[config.mk]
export PLATFORM = sky130hd
export DESIGN_NAME = i2s_ratio_controller_flat
export DESIGN_NICKNAME = d
export VERILOG_FILES = /design/src/rtl/i2s_pkg.sv /design/src/rtl/i2s_ratio_controller_if.sv /design/src/rtl/i2s_period_meter.sv /design/src/rtl/i2s_ratio_controller.sv /design/src/flat_wrapper.sv
export SDC_FILE = /design/constraint.sdc
export NUM_CORES = 1
export LEC_CHECK = 0
export BUFFER_PORTS_ARGS = -buffer_cell sky130_fd_sc_hd__buf_2
export CAP_MARGIN = 20
export CORE_MARGIN = 2
export CORE_UTILIZATION = 43
export DETAILED_ROUTE_END_ITERATION = 8
export GPL_TIMING_DRIVEN = 0
export PLACE_DENSITY = 0.56
export SYNTH_ARGS = -nofsm -noshare
export SYNTH_HDL_FRONTEND = slang
export SYNTH_SLANG_ARGS = --single-unit
[constraint.sdc]
create_clock -name bck -period 4 [get_ports bck]
set_input_delay 1 -clock bck [delete_from_list [all_inputs] [get_ports bck]]
set_output_delay 1 -clock bck [all_outputs]
set_load 0.01 [all_outputs]
[src/rtl/i2s_pkg.sv]
// Shared encodings for the I2S ratio controller: divider modes, FSM states, frame ratios.
// Latency: none (types, constants and one combinational helper).
// Backpressure: none; the bck/lrck stream cannot be stalled.
package i2s_pkg;

   typedef enum logic [1:0] {
      MODE_64FS  = 2'b00,
      MODE_128FS = 2'b01,
      MODE_256FS = 2'b10,
      MODE_NONE  = 2'b11
   } mode_e;

   typedef enum logic [1:0] {
      ST_UNLOCKED  = 2'b00,
      ST_ACQUIRE   = 2'b01,
      ST_MUTE_HOLD = 2'b10,
      ST_LOCKED    = 2'b11
   } state_e;

   localparam int unsigned RATIO_64  = 64;
   localparam int unsigned RATIO_128 = 128;
   localparam int unsigned RATIO_256 = 256;

   // Exact-match classification of a frame length; anything else has no divider mode.
   function automatic mode_e classify(input int unsigned len);
      mode_e m;
      case (len)
         RATIO_64:  m = MODE_64FS;
         RATIO_128: m = MODE_128FS;
         RATIO_256: m = MODE_256FS;
         default:   m = MODE_NONE;
      endcase
      return m;
   endfunction

endpackage

[src/rtl/i2s_ratio_controller_if.sv]
// Status bundle between the ratio controller and the BCK divider / re-timer.
// Latency: wires only; all outputs are registered inside the controller.
// Backpressure: none; lrck is a free-running input, status is level/pulse.
interface i2s_ratio_controller_if #(
   parameter int CNT_W = 10
);
   logic             lrck;
   logic [1:0]       mode;
   logic             locked;
   logic             mute;
   logic             div_rst;
   logic [CNT_W-1:0] period;

   modport master (input lrck, output mode, locked, mute, div_rst, period);
   modport slave  (output lrck, input mode, locked, mute, div_rst, period);
endinterface

[src/rtl/i2s_period_meter.sv]
// Measures bck cycles between lrck rising edges, classifies the ratio, flags a stalled lrck.
// Latency: meas_vld/meas_cls/timeout combinational in the rise cycle; period registered (+1).
// Backpressure: none; every rise is measured, the first after reset/timeout only primes.
module i2s_period_meter
   import i2s_pkg::*;
#(
   parameter int CNT_W   = 10,
   parameter int TIMEOUT = 511
) (
   input  logic             bck,
   input  logic             rst_n,
   input  logic             lrck,
   output logic [CNT_W-1:0] period,
   output logic             meas_vld,
   output mode_e            meas_cls,
   output logic             timeout
);

   localparam logic [CNT_W-1:0] CNT_MAX = CNT_W'(TIMEOUT);

   logic             lrck_d;
   logic             primed;
   logic             rise;
   logic [CNT_W-1:0] cnt;
   logic [CNT_W-1:0] cnt_inc;

   // lrck is generated in the bck domain, so a single register is enough for edge detect.
   assign rise     = lrck & ~lrck_d;
   assign cnt_inc  = cnt + 1'b1;
   assign meas_vld = rise & primed;
   assign meas_cls = classify({{(32-CNT_W){1'b0}}, cnt_inc});
   // A rise in the same cycle as the saturated count still counts as a frame.
   assign timeout  = ~rise & (cnt == CNT_MAX);

   // Edge history, frame-length counter with saturation, priming and last period.
   always_ff @(posedge bck or negedge rst_n) begin
      if (!rst_n) begin
         lrck_d <= 1'b0;
         primed <= 1'b0;
         cnt    <= '0;
         period <= '0;
      end else begin
         lrck_d <= lrck;
         if (rise) begin
            cnt    <= '0;
            period <= cnt_inc;
            primed <= 1'b1;
         end else begin
            if (cnt != CNT_MAX) cnt <= cnt_inc;
            if (timeout)        primed <= 1'b0;
         end
      end
   end

endmodule

[src/rtl/i2s_ratio_controller.sv]
// Qualifies the BCK/LRCK ratio over several frames, selects divider mode, sequences mute.
// Latency: outputs registered; a rise or timeout shows on the outputs one bck later.
// Backpressure: none; mute is held until the new mode has run MUTE_FRAMES clean frames.
module i2s_ratio_controller
   import i2s_pkg::*;
#(
   parameter int LOCK_COUNT  = 4,
   parameter int MUTE_FRAMES = 8,
   parameter int TIMEOUT     = 511,
   parameter int CNT_W       = 10
) (
   input  logic                   bck,
   input  logic                   rst_n,
   i2s_ratio_controller_if.master bus
);

   localparam int MW = $clog2(LOCK_COUNT + 1);
   localparam int FW = $clog2(MUTE_FRAMES + 1);

   logic [CNT_W-1:0] period;
   logic             meas_vld;
   mode_e            meas_cls;
   logic             timeout;

   state_e           state_q,   state_d;
   mode_e            cand_q,    cand_d;
   logic [MW-1:0]    match_q,   match_d;
   logic [FW-1:0]    fcnt_q,    fcnt_d;
   mode_e            mode_q,    mode_d;
   logic             locked_q,  locked_d;
   logic             mute_q,    mute_d;
   logic             div_rst_q, div_rst_d;

   i2s_period_meter #(
      .CNT_W   (CNT_W),
      .TIMEOUT (TIMEOUT)
   ) u_meter (
      .bck      (bck),
      .rst_n    (rst_n),
      .lrck     (bus.lrck),
      .period   (period),
      .meas_vld (meas_vld),
      .meas_cls (meas_cls),
      .timeout  (timeout)
   );

   // State and registered outputs.
   always_ff @(posedge bck or negedge rst_n) begin
      if (!rst_n) begin
         state_q   <= ST_UNLOCKED;
         cand_q    <= MODE_NONE;
         match_q   <= '0;
         fcnt_q    <= '0;
         mode_q    <= MODE_NONE;
         locked_q  <= 1'b0;
         mute_q    <= 1'b1;
         div_rst_q <= 1'b0;
      end else begin
         state_q   <= state_d;
         cand_q    <= cand_d;
         match_q   <= match_d;
         fcnt_q    <= fcnt_d;
         mode_q    <= mode_d;
         locked_q  <= locked_d;
         mute_q    <= mute_d;
         div_rst_q <= div_rst_d;
      end
   end

   // Next state per measured frame; timeout overrides everything.
   always_comb begin
      state_d   = state_q;
      cand_d    = cand_q;
      match_d   = match_q;
      fcnt_d    = fcnt_q;
      mode_d    = mode_q;
      div_rst_d = 1'b0;

      if (timeout) begin
         state_d = ST_UNLOCKED;
      end else if (meas_vld) begin
         case (state_q)
            ST_UNLOCKED: begin
               if (meas_cls != MODE_NONE) begin
                  cand_d  = meas_cls;
                  match_d = MW'(1);
                  state_d = ST_ACQUIRE;
               end
            end
            ST_ACQUIRE: begin
               if (meas_cls == MODE_NONE) begin
                  state_d = ST_UNLOCKED;
               end else if (meas_cls == cand_q) begin
                  match_d = match_q + 1'b1;
                  if (match_d == MW'(LOCK_COUNT)) begin
                     mode_d    = cand_q;
                     div_rst_d = 1'b1;
                     fcnt_d    = '0;
                     state_d   = ST_MUTE_HOLD;
                  end
               end else begin
                  cand_d  = meas_cls;
                  match_d = MW'(1);
               end
            end
            ST_MUTE_HOLD: begin
               if (meas_cls == MODE_NONE) begin
                  state_d = ST_UNLOCKED;
               end else if (meas_cls == mode_q) begin
                  fcnt_d = fcnt_q + 1'b1;
                  if (fcnt_d == FW'(MUTE_FRAMES)) state_d = ST_LOCKED;
               end else begin
                  cand_d  = meas_cls;
                  match_d = MW'(1);
                  state_d = ST_ACQUIRE;
               end
            end
            ST_LOCKED: begin
               if (meas_cls == MODE_NONE) begin
                  state_d = ST_UNLOCKED;
               end else if (meas_cls != mode_q) begin
                  cand_d  = meas_cls;
                  match_d = MW'(1);
                  state_d = ST_ACQUIRE;
               end
            end
            default: state_d = ST_UNLOCKED;
         endcase
      end

      // Outputs follow the state being entered so they change together with it.
      if (state_d == ST_UNLOCKED || state_d == ST_ACQUIRE) mode_d = MODE_NONE;
      locked_d = (state_d == ST_MUTE_HOLD) || (state_d == ST_LOCKED);
      mute_d   = (state_d != ST_LOCKED);
   end

   assign bus.mode    = mode_q;
   assign bus.locked  = locked_q;
   assign bus.mute    = mute_q;
   assign bus.div_rst = div_rst_q;
   assign bus.period  = period;

endmodule

[src/flat_wrapper.sv]
// flat-port wrapper written by rule: the top's interface ports become plain ports
module i2s_ratio_controller_flat import i2s_pkg::*;
#(
   parameter int LOCK_COUNT  = 4,
   parameter int MUTE_FRAMES = 8,
   parameter int TIMEOUT     = 511,
   parameter int CNT_W       = 10
)
  (bck, rst_n, bus_lrck, bus_mode, bus_locked, bus_mute, bus_div_rst, bus_period);
  i2s_ratio_controller_if #(.CNT_W(CNT_W)) bus_i ();
  input  logic bck;
  input  logic rst_n;
  input wire logic [$bits(bus_i.lrck)-1:0] bus_lrck;
  output wire logic [$bits(bus_i.mode)-1:0] bus_mode;
  output wire logic [$bits(bus_i.locked)-1:0] bus_locked;
  output wire logic [$bits(bus_i.mute)-1:0] bus_mute;
  output wire logic [$bits(bus_i.div_rst)-1:0] bus_div_rst;
  output wire logic [$bits(bus_i.period)-1:0] bus_period;
  assign bus_i.lrck = bus_lrck;
  assign bus_mode = bus_i.mode;
  assign bus_locked = bus_i.locked;
  assign bus_mute = bus_i.mute;
  assign bus_div_rst = bus_i.div_rst;
  assign bus_period = bus_i.period;
  i2s_ratio_controller #(.LOCK_COUNT(LOCK_COUNT), .MUTE_FRAMES(MUTE_FRAMES), .TIMEOUT(TIMEOUT), .CNT_W(CNT_W)) u_core (.bck(bck), .rst_n(rst_n), .bus(bus_i));
endmodule
# Word-level counts from Yosys, hierarchy flattened
# Index checks and enable logic that the tools add are counted.
# totals
out_inout_bits,15
ram_bits,0
mem_bits_ro,0
input_bits,3
word_cells,119
n_memories,0
regBits,38
latch_bits,0
# op_classes
mux,52
reduce_logical,15
shifts,0
eq_ne,31
mul,0
n_bitwise,6
add_sub_neg,3
magnitude_cmp,0
n_div,0
# ops
operator,n
$mux W2,25
$mux W3,7
$eq A10 B9 Y1 const B,2
$mux W10,2
$mux W4,5
$ne A2 B2 Y1 const B,9
$pmux W2 S4,2
$reduce_and A8 Y1,2
$reduce_bool A2 Y1,7
$pmux W3 S4,1
$add A10 B1 Y10 const B,1
$eq A10 B7 Y1 const B,1
$eq A10 B8 Y1 const B,1
$eq A2 B2 Y1 const B,5
$ne A10 B9 Y1 const B,1
$ne A2 B1 Y1 const B,5
$reduce_and A9 Y1,1
$mux W1,8
$pmux W4 S2,1
$pmux W2 S3,1
$reduce_and A6 Y1,1
$add A4 B1 Y4 const B,1
$eq A2 B1 Y1 const B,2
$eq A2 B2 Y1,2
other kinds (8),14

# Logic depth before layout (Yosys ltp)
# Gate-level depths: netlist (run 1).
# logic_depth
depth_word,13
depth_mapped,11
mapped_depth_nobuf,10

# Modules after synthesis
# A second synthesis (run 1) with hierarchy kept.
# hier_totals
cells_unflattened,207
hier_area_um2,2019.4
# by_module_without_submodules
module,cells_per_inst,area_per_inst_um2,instances,seq_area_each_um2
i2s_period_meter,112,1081.0,1,550.5
i2s_ratio_controller,95,938.4,1,406.6

# Worst setup path after synthesis (run 1)
# OpenSTA, ideal clock, no wires.
# synth_timing
kind,register to register
startpoint,register u_core.u_meter.cnt[0]
endpoint,register u_core.fcnt_q[3]
stages_incl_launch_ff,10
setup_ps,124
synth_period_minus_slack_ps,2615
slack_ps,1385
n_path_buf,0
required_time_ps,3876
arrival_ps,2491
cell_sequence,dfrtp_1 > ha_1 > nand2_1 > o211ai_1 > and2_4 > or4b_4 > a21boi_4 > nor3_1 > o31a_1 > a211o_1
# synth_via
elab_chain_len,6
elab_cells_between_ends,16
classes_between,add/sub: 1; eq/ne: 11; mux: 1; bitwise: 2; reduce/logical: 1
# synth_rtl
element,line,text
from (decl),i2s_period_meter.sv:24,logic [CNT_W-1:0] cnt;
from (signal assigned),i2s_period_meter.sv:49,if (cnt != CNT_MAX) cnt <= cnt_inc;
$add A10 B1 Y10,i2s_period_meter.sv:29,assign cnt_inc = cnt + 1'b1;
$eq A10 B9 Y1 (tied with other cells),i2s_pkg.sv:27,case (len)
$pmux W2 S3,i2s_pkg.sv:27,
"$eq A2 B2 Y1, on equally long branches",-,
$ne A2 B2 Y1 (no source line) / $ne A2 B1 Y1 (equally long branches),-,
$reduce_and A8 Y1 (no source line) *,-,
to (signal assigned),i2s_ratio_controller.sv:62,fcnt_q <= fcnt_d;
to (decl),i2s_ratio_controller.sv:28,"logic [FW-1:0] fcnt_q, fcnt_d;"
# Mark *: on every way between the ends. The rest lies on a longest branch, timed or not.
# A chain may end at the register's enable or synchronous reset.

# Worst setup path in the final report (run 1)
# Same ends and word-level chain as after synthesis.

==> flow_summary.json, run 1 <==
{
  "fin_nets": 278,
  "ys.flop_type": "dfrtp_1",
  "crit_family": "compound AO/OA/AOI/OAI gates",
  "critPathKind": "reg -> reg",
  "clk-insertion-delay-late_ns": 0.29,
  "hold_viol": 0,
  "wire_per_inst_um": 15.3,
  "place_ws_ns": 1.01,
  "worst_path_largest_cell_delay_ns": 0.46,
  "crit_slowest_cell": "dfrtp_1",
  "tightest_slew_ns": 0.869,
  "final.setup.tns_ns": 0,
  "die_x_um": 77.6,
  "ys_seq_elements": 38,
  "drive_gt1_share_pct": 19.9,
  "gp_congestion": 0.836,
  "min-delay-start": "u_core.u_meter.period[8]$_DFFE_PN0P_",
  "run_status": "completed",
  "cts.sinks": 38,
  "synth_top_area_cell": "dfrtp_1",
  "cp_data_arrival_time_ns": 3.18,
  "worstSetupStartpointType": "register",
  "cp_max_fo": 8,
  "power_density_nw_per_um2": 387,
  "synthTopCellsByArea": "dfrtp_1 35%, dfstp_2 5.6%, nand2_1 4.4%",
  "setup_slack_ns": 0.997,
  "rows": 26,
  "grt_max_degree": 39,
  "synthTopCellsByCount": "33 x dfrtp_1, 27 x nand2_1, 18 x o21ai_0, 14 x a21oi_1, 11 x nor2_1",
  "grt_pass1_vias": 1786,
  "p_leak_uw": 0.00113,
  "clk_path_buf_depth": 2,
  "synth-async-reset-ratio_pct": 100,
  "finalMaxSlewViolations": 0,
  "synthDominantCellAreaShare_pct": 35.4,
  "cts_made_buffers": 5,
  "rsz0062_at_grt": "no",
  "regArea_um2": 957,
  "postCtsSetupBuffers": 0,
  "tritoncts": "yes",
  "grtUsageTotal_pct": 18.3,
  "grt_pass1_wl_um": 8860,
  "yosysWarnings": 0,
  "initial_core_util_pct": 45.0,
  "holdBufCountCts": 0,
  "path_buf_inv": 0,
  "dieHeight_um": 77.6,
  "vias": 1859,
  "cp.required_ns": 4.18,
  "dpl.hpwl_um": 3760,
  "crit_chain": "ha_1 -> nand2_1 -> a21oi_1 -> o2111ai_1 -> or2_1 -> o311a_1 -> nor3_1 -> nor3_1 -> a211o_1",
  "fill_cells": 491,
  "cts-root-buf": "clkbuf_8",
  "drt_first_pass_iters": 4,
  "synth_cell_types": 61,
  "min_period_over_period_pct": 75.1,
  "ir_drop_mv": 0.250,
  "dpl.cell_count": 333,
  "vias_per_cell": 5.45,
  "antenna_left": 0,
  "final_cells": 341,
  "ios": 18,
  "syn_nets": 254,
  "syn_area_um2": 2330,
  "antenna_found_initial": 0,
  "cp-end-kind": "register",
  "total_power_uw": 1020,
  "rr_startpoint": "u_core.u_meter.cnt[0]$_DFFE_PN0N_",
  "grt.overflow.total": 0,
  "n_antenna_cell": 0,
  "cp-startpoint": "u_core.u_meter.cnt[0]$_DFFE_PN0N_",
  "drcViolationCount": 0,
  "multiInputGateArea_um2": 1270,
  "drt-initial-drc-count": 81,
  "syn_inst": 246,
  "hp-class": "reg -> reg",
  "crit_top_cell": "nor3_1",
  "clock_skew_ns": 0.00679,
  "syn_area_per_cell_um2": 9.47,
  "drv_cap": 0,
  "portBuffers": 17,
  "ys_seq_area_share_pct": 41.1,
  "area_growth_syn_to_layout_pct": 13.3,
  "post_cts_resized": 0,
  "dieArea_um2": 6020,
  "relSlewSlack_pct": 42.0,
  "timing.fmax_ghz": 0.333,
  "core-area_um2": 5170,
  "period_minus_slack_ns": 3.00,
  "path_clk_slew_ns": 0.08,
  "fin_hold_ws_ns": 0.478,
  "setup_viol": 0,
  "synth_edf_count": 0,
  "routed_wl_um": 5220,
  "h-tree-depth": 2,
  "post-synth-top-count-cell": "dfrtp_1"
}
==> power by group <==
part	internal (µW)	leakage [µW]	switching [µW]	total (µW)
Combinational	69.2	0.000575	102	171
Sequential	423	0.000486	33.0	456
Clock	250	0.0000683	145	395
==> routing by layer <==
layer  global-route usage, %  vias up  wire [µm]
met4                    4.82        0         61
met3                    3.14        4        116
li1                        -      945          -
met5                       0        -          0
met1                    24.3      892       2490
met2                    30.9       18       2560
==> sequential cells by signal, summed over array words and instances (netlist names) <==
name,count
u_core.u_meter.primed,1
u_core.match_q,3
u_core.bus.locked,1
u_core.u_meter.period,10
u_core.u_meter.lrck_d,1
u_core.bus.mode,2
u_core.state_q,2
u_core.u_meter.cnt,10
u_core.bus.div_rst,1
u_core.fcnt_q,4
u_core.cand_q,2
u_core.bus.mute,1
==> stage by stage <==
step           instance area (µm²)  util, %
6_report                      2640     51.0
5_1_grt                       2640     51.0
3_5_place_dp                  2500     48.4
3_3_place_gp                  2500     48.4
2_1_floorplan                 2330        -
4_1_cts                       2640     51.0
==> cells in the final DEF (no fill, tap or decap), types with 5 or more instances in the layout <==
| cell | count |
|---|---|
| ha_1 | 5 |
| buf_2 | 18 |
| nand3_1 | 7 |
| o21ai_0 | 18 |
| nand2_1 | 27 |
| xnor2_1 | 7 |
| nor2_1 | 11 |
| nor3_1 | 6 |
| dfrtp_1 | 33 |
| and2_1 | 7 |
| dfstp_2 | 5 |
| clkbuf_1 | 7 |
| nand2b_1 | 5 |
| inv_1 | 7 |
| a21oi_1 | 14 |
| clkbuf_8 | 5 |
| o211ai_1 | 5 |
| mux2i_1 | 6 |
==> kinds of logic (layout without fill, tap and decap cells) <==
group	count (synthesis)	after routing	share of synthesized area, %
buffers and inverters	20	45	4.56
multiplexers	9	9	4.03
AO/OA/AOI/OAI	68	68	19.9
flip-flops	38	38	41.1
XOR/XNOR	11	11	4.14
adder cells (fa/ha/maj)	5	5	2.69
AND/OR/NAND/NOR	95	95	23.6
==> worst paths after layout <==
kind                       slack, ns                              endpoint  cells after the start
max                              1.0          u_core.fcnt_q[3]$_DFFE_PN0P_                      9
min                             0.48  u_core.u_meter.period[8]$_DFFE_PN0P_                      2
max reg2reg                      1.0          u_core.fcnt_q[3]$_DFFE_PN0P_                      9
min reg2reg                     0.48  u_core.u_meter.period[8]$_DFFE_PN0P_                      2
max in group asynchronous       2.63     u_core.u_meter.cnt[8]$_DFFE_PN0N_                      1
min in group asynchronous       0.81          u_core.fcnt_q[1]$_DFFE_PN0P_                      1
==> cell type report <==
cell class	instances	area share, %
repair buffers	17	3.22
flip-flops and latches	38	36.3
plain buffers	13	3.03
well taps	70	3.32
multi-input cells	188	48.0
clock inverters	3	2.61
clock buffers	5	2.61
inverters	7	0.995
==> worst min-delay path: stages (launching register included) <==
cell	delay (ns)
dfrtp_1	0.35
nand2_1	0.04
o21ai_0	0.06
Power figures use the tool's default switching activity.
==> run 2, diff against run 1 <==
PLACE_DENSITY = 0.59   (was 0.56)
clock period = 2.4 ns   (was 4 ns; I/O delays follow)
==> flow_summary.json, run 2 (synthesized netlist as in run 1, its figures left out) <==
{
  "h-tree-depth": 2,
  "worstSetupStartpointType": "register",
  "path_buf_inv": 0,
  "min_period_over_period_pct": 110,
  "tightest_slew_ns": 0.852,
  "placed_cell_area_um2": 2540,
  "fin_hold_ws_ns": 0.401,
  "core-area_um2": 5170,
  "antenna_found_initial": 0,
  "finalMaxSlewViolations": 0,
  "cp.required_ns": 2.63,
  "grt_pass1_wl_um": 10400,
  "critPathKind": "reg -> reg",
  "grt_pass1_vias": 2160,
  "cp_max_fo": 6,
  "failed_checks": "negative setup slack",
  "worst_path_largest_cell_delay_ns": 0.47,
  "antenna_left": 0,
  "drt_first_pass_iters": 4,
  "clk_path_buf_depth": 2,
  "ios": 18,
  "clock_skew_ns": 0.00877,
  "wire_per_inst_um": 16.8,
  "grt.overflow.total": 0,
  "timing.fmax_ghz": 0.380,
  "tritoncts": "yes",
  "setup_slack_ns": -0.229,
  "period_minus_slack_ns": 2.63,
  "cts-root-buf": "clkbuf_8",
  "crit_family": "compound AO/OA/AOI/OAI gates",
  "power_density_nw_per_um2": 604,
  "rsz0062_at_grt": "yes",
  "drt-initial-drc-count": 156,
  "dpl.hpwl_um": 3800,
  "vias": 2141,
  "dieArea_um2": 6020,
  "reg_top3": "u_core.u_meter.cnt (10), u_core.u_meter.period (10), u_core.fcnt_q (4)",
  "grt_max_degree": 39,
  "die_x_um": 77.6,
  "path_clk_slew_ns": 0.08,
  "fin_area_um2": 3220,
  "cts_made_buffers": 5,
  "gp_congestion": 0.848,
  "crit_chain": "and3_2 -> nor3_1 -> a31oi_2 -> o41a_1 -> a31o_4 -> o21ai_4 -> a311oi_2 -> a2111o_1",
  "crit_slowest_cell": "dfrtp_2",
  "final_cell_mix": "29 x buf_4, 29 x dfrtp_1, 25 x nand2_1, 17 x buf_2, 16 x o21ai_0",
  "cts.sinks": 38,
  "total_power_uw": 1940,
  "final.setup.tns_ns": -1.81,
  "initial_core_util_pct": 45.0,
  "cp-startpoint": "u_core.u_meter.cnt[2]$_DFFE_PN0N_",
  "fin_nets": 313,
  "run_status": "finished, violations left",
  "n_antenna_cell": 0,
  "rows": 26,
  "cp_data_arrival_time_ns": 2.86,
  "relSlewSlack_pct": 43.2,
  "cp-end-kind": "register",
  "hold_viol": 0,
  "clk-insertion-delay-late_ns": 0.30,
  "vias_per_cell": 5.69,
  "grtUsageTotal_pct": 22.0,
  "hp-class": "in -> async",
  "routed_wl_um": 6310,
  "portBuffers": 17,
  "dieHeight_um": 77.6,
  "drcViolationCount": 0,
  "setup_viol": 15,
  "drive_gt1_share_pct": 40.5,
  "ir_drop_mv": 0.518,
  "p_leak_uw": 0.00135,
  "final_util_pct": 62.2,
  "drv_cap": 0,
  "rr_startpoint": "u_core.u_meter.cnt[2]$_DFFE_PN0N_",
  "area_growth_syn_to_layout_pct": 38.2
}
## run 2: cell types whose count changed in the layout (fill, tap and decap cells not counted), moves of 4 or more
cell	before	now
buf_6	3	12
dfrtp_1	33	29
nor3_4	0	4
buf_4	2	29
dfrtp_2	0	4
## run 2: stage by stage
stage | cells | setup WS, ns
after floorplan | 246 | -0.137
after global placement | 333 | -0.345
after detailed placement | 333 | -0.387
after CTS | 373 | -0.152
after global routing | 376 | -0.291
final | 376 | -0.229
## run 2: cell type report
cell class	count	area (µm²)
Clock inverter	3	68.8
Buffer	12	82.6
Inverter	7	30.0
Multi-Input combinational cell	188	1540
Tap cell	70	87.6
Timing Repair Buffer	53	382
Fill cell	411	1950
Clock buffer	5	68.8
Sequential cell	38	962
## run 2: worst register-to-register path, cell delays in order (launching register included)
cell and delay, ns:
dfrtp_2 0.47, and3_2 0.28, nor3_1 0.28, a31oi_2 0.13
o41a_1 0.46, a31o_4 0.25, o21ai_4 0.20, a311oi_2 0.08
a2111o_1 0.41
## run 2: power by group
group          internal, µW  switching (µW)  total [µW]
logic                   250             253         502
clock network           416             245         662
registers               708            70.9         779
## run 2: routing by layer
metal | up-vias | global-route usage [%] | wire length, µm
li1 | 1025 | - | -
met1 | 1046 | 26.7 | 2670
met2 | 52 | 38.9 | 3300
met3 | 18 | 4.88 | 225
met4 | 0 | 6.07 | 110
met5 | - | 0 | 0
## run 2: path summary, 6_finish.rpt
kind	endpoint	slack, ns	cells past startpoint
worst max-delay path	u_core.bus.mute$_DFF_PN1_	-0.23	8
worst min-delay path	u_core.fcnt_q[1]$_DFFE_PN0P_	0.40	1
worst max register to register	u_core.bus.mute$_DFF_PN1_	-0.23	8
worst min register to register	u_core.u_meter.period[6]$_DFFE_PN0P_	0.48	2
max in group asynchronous	u_core.u_meter.cnt[4]$_DFFE_PN0N_	1.40	1
min in group bck	u_core.u_meter.lrck_d$_DFF_PN0_	0.43	1
## run 2: timing repair
action	in CTS	in global routing
buffers inserted	33	3
pin swaps	31	17
resized for setup	46	13
hold buffers	0	0
cloned	0	0
endpoints found under the setup margin	15	16
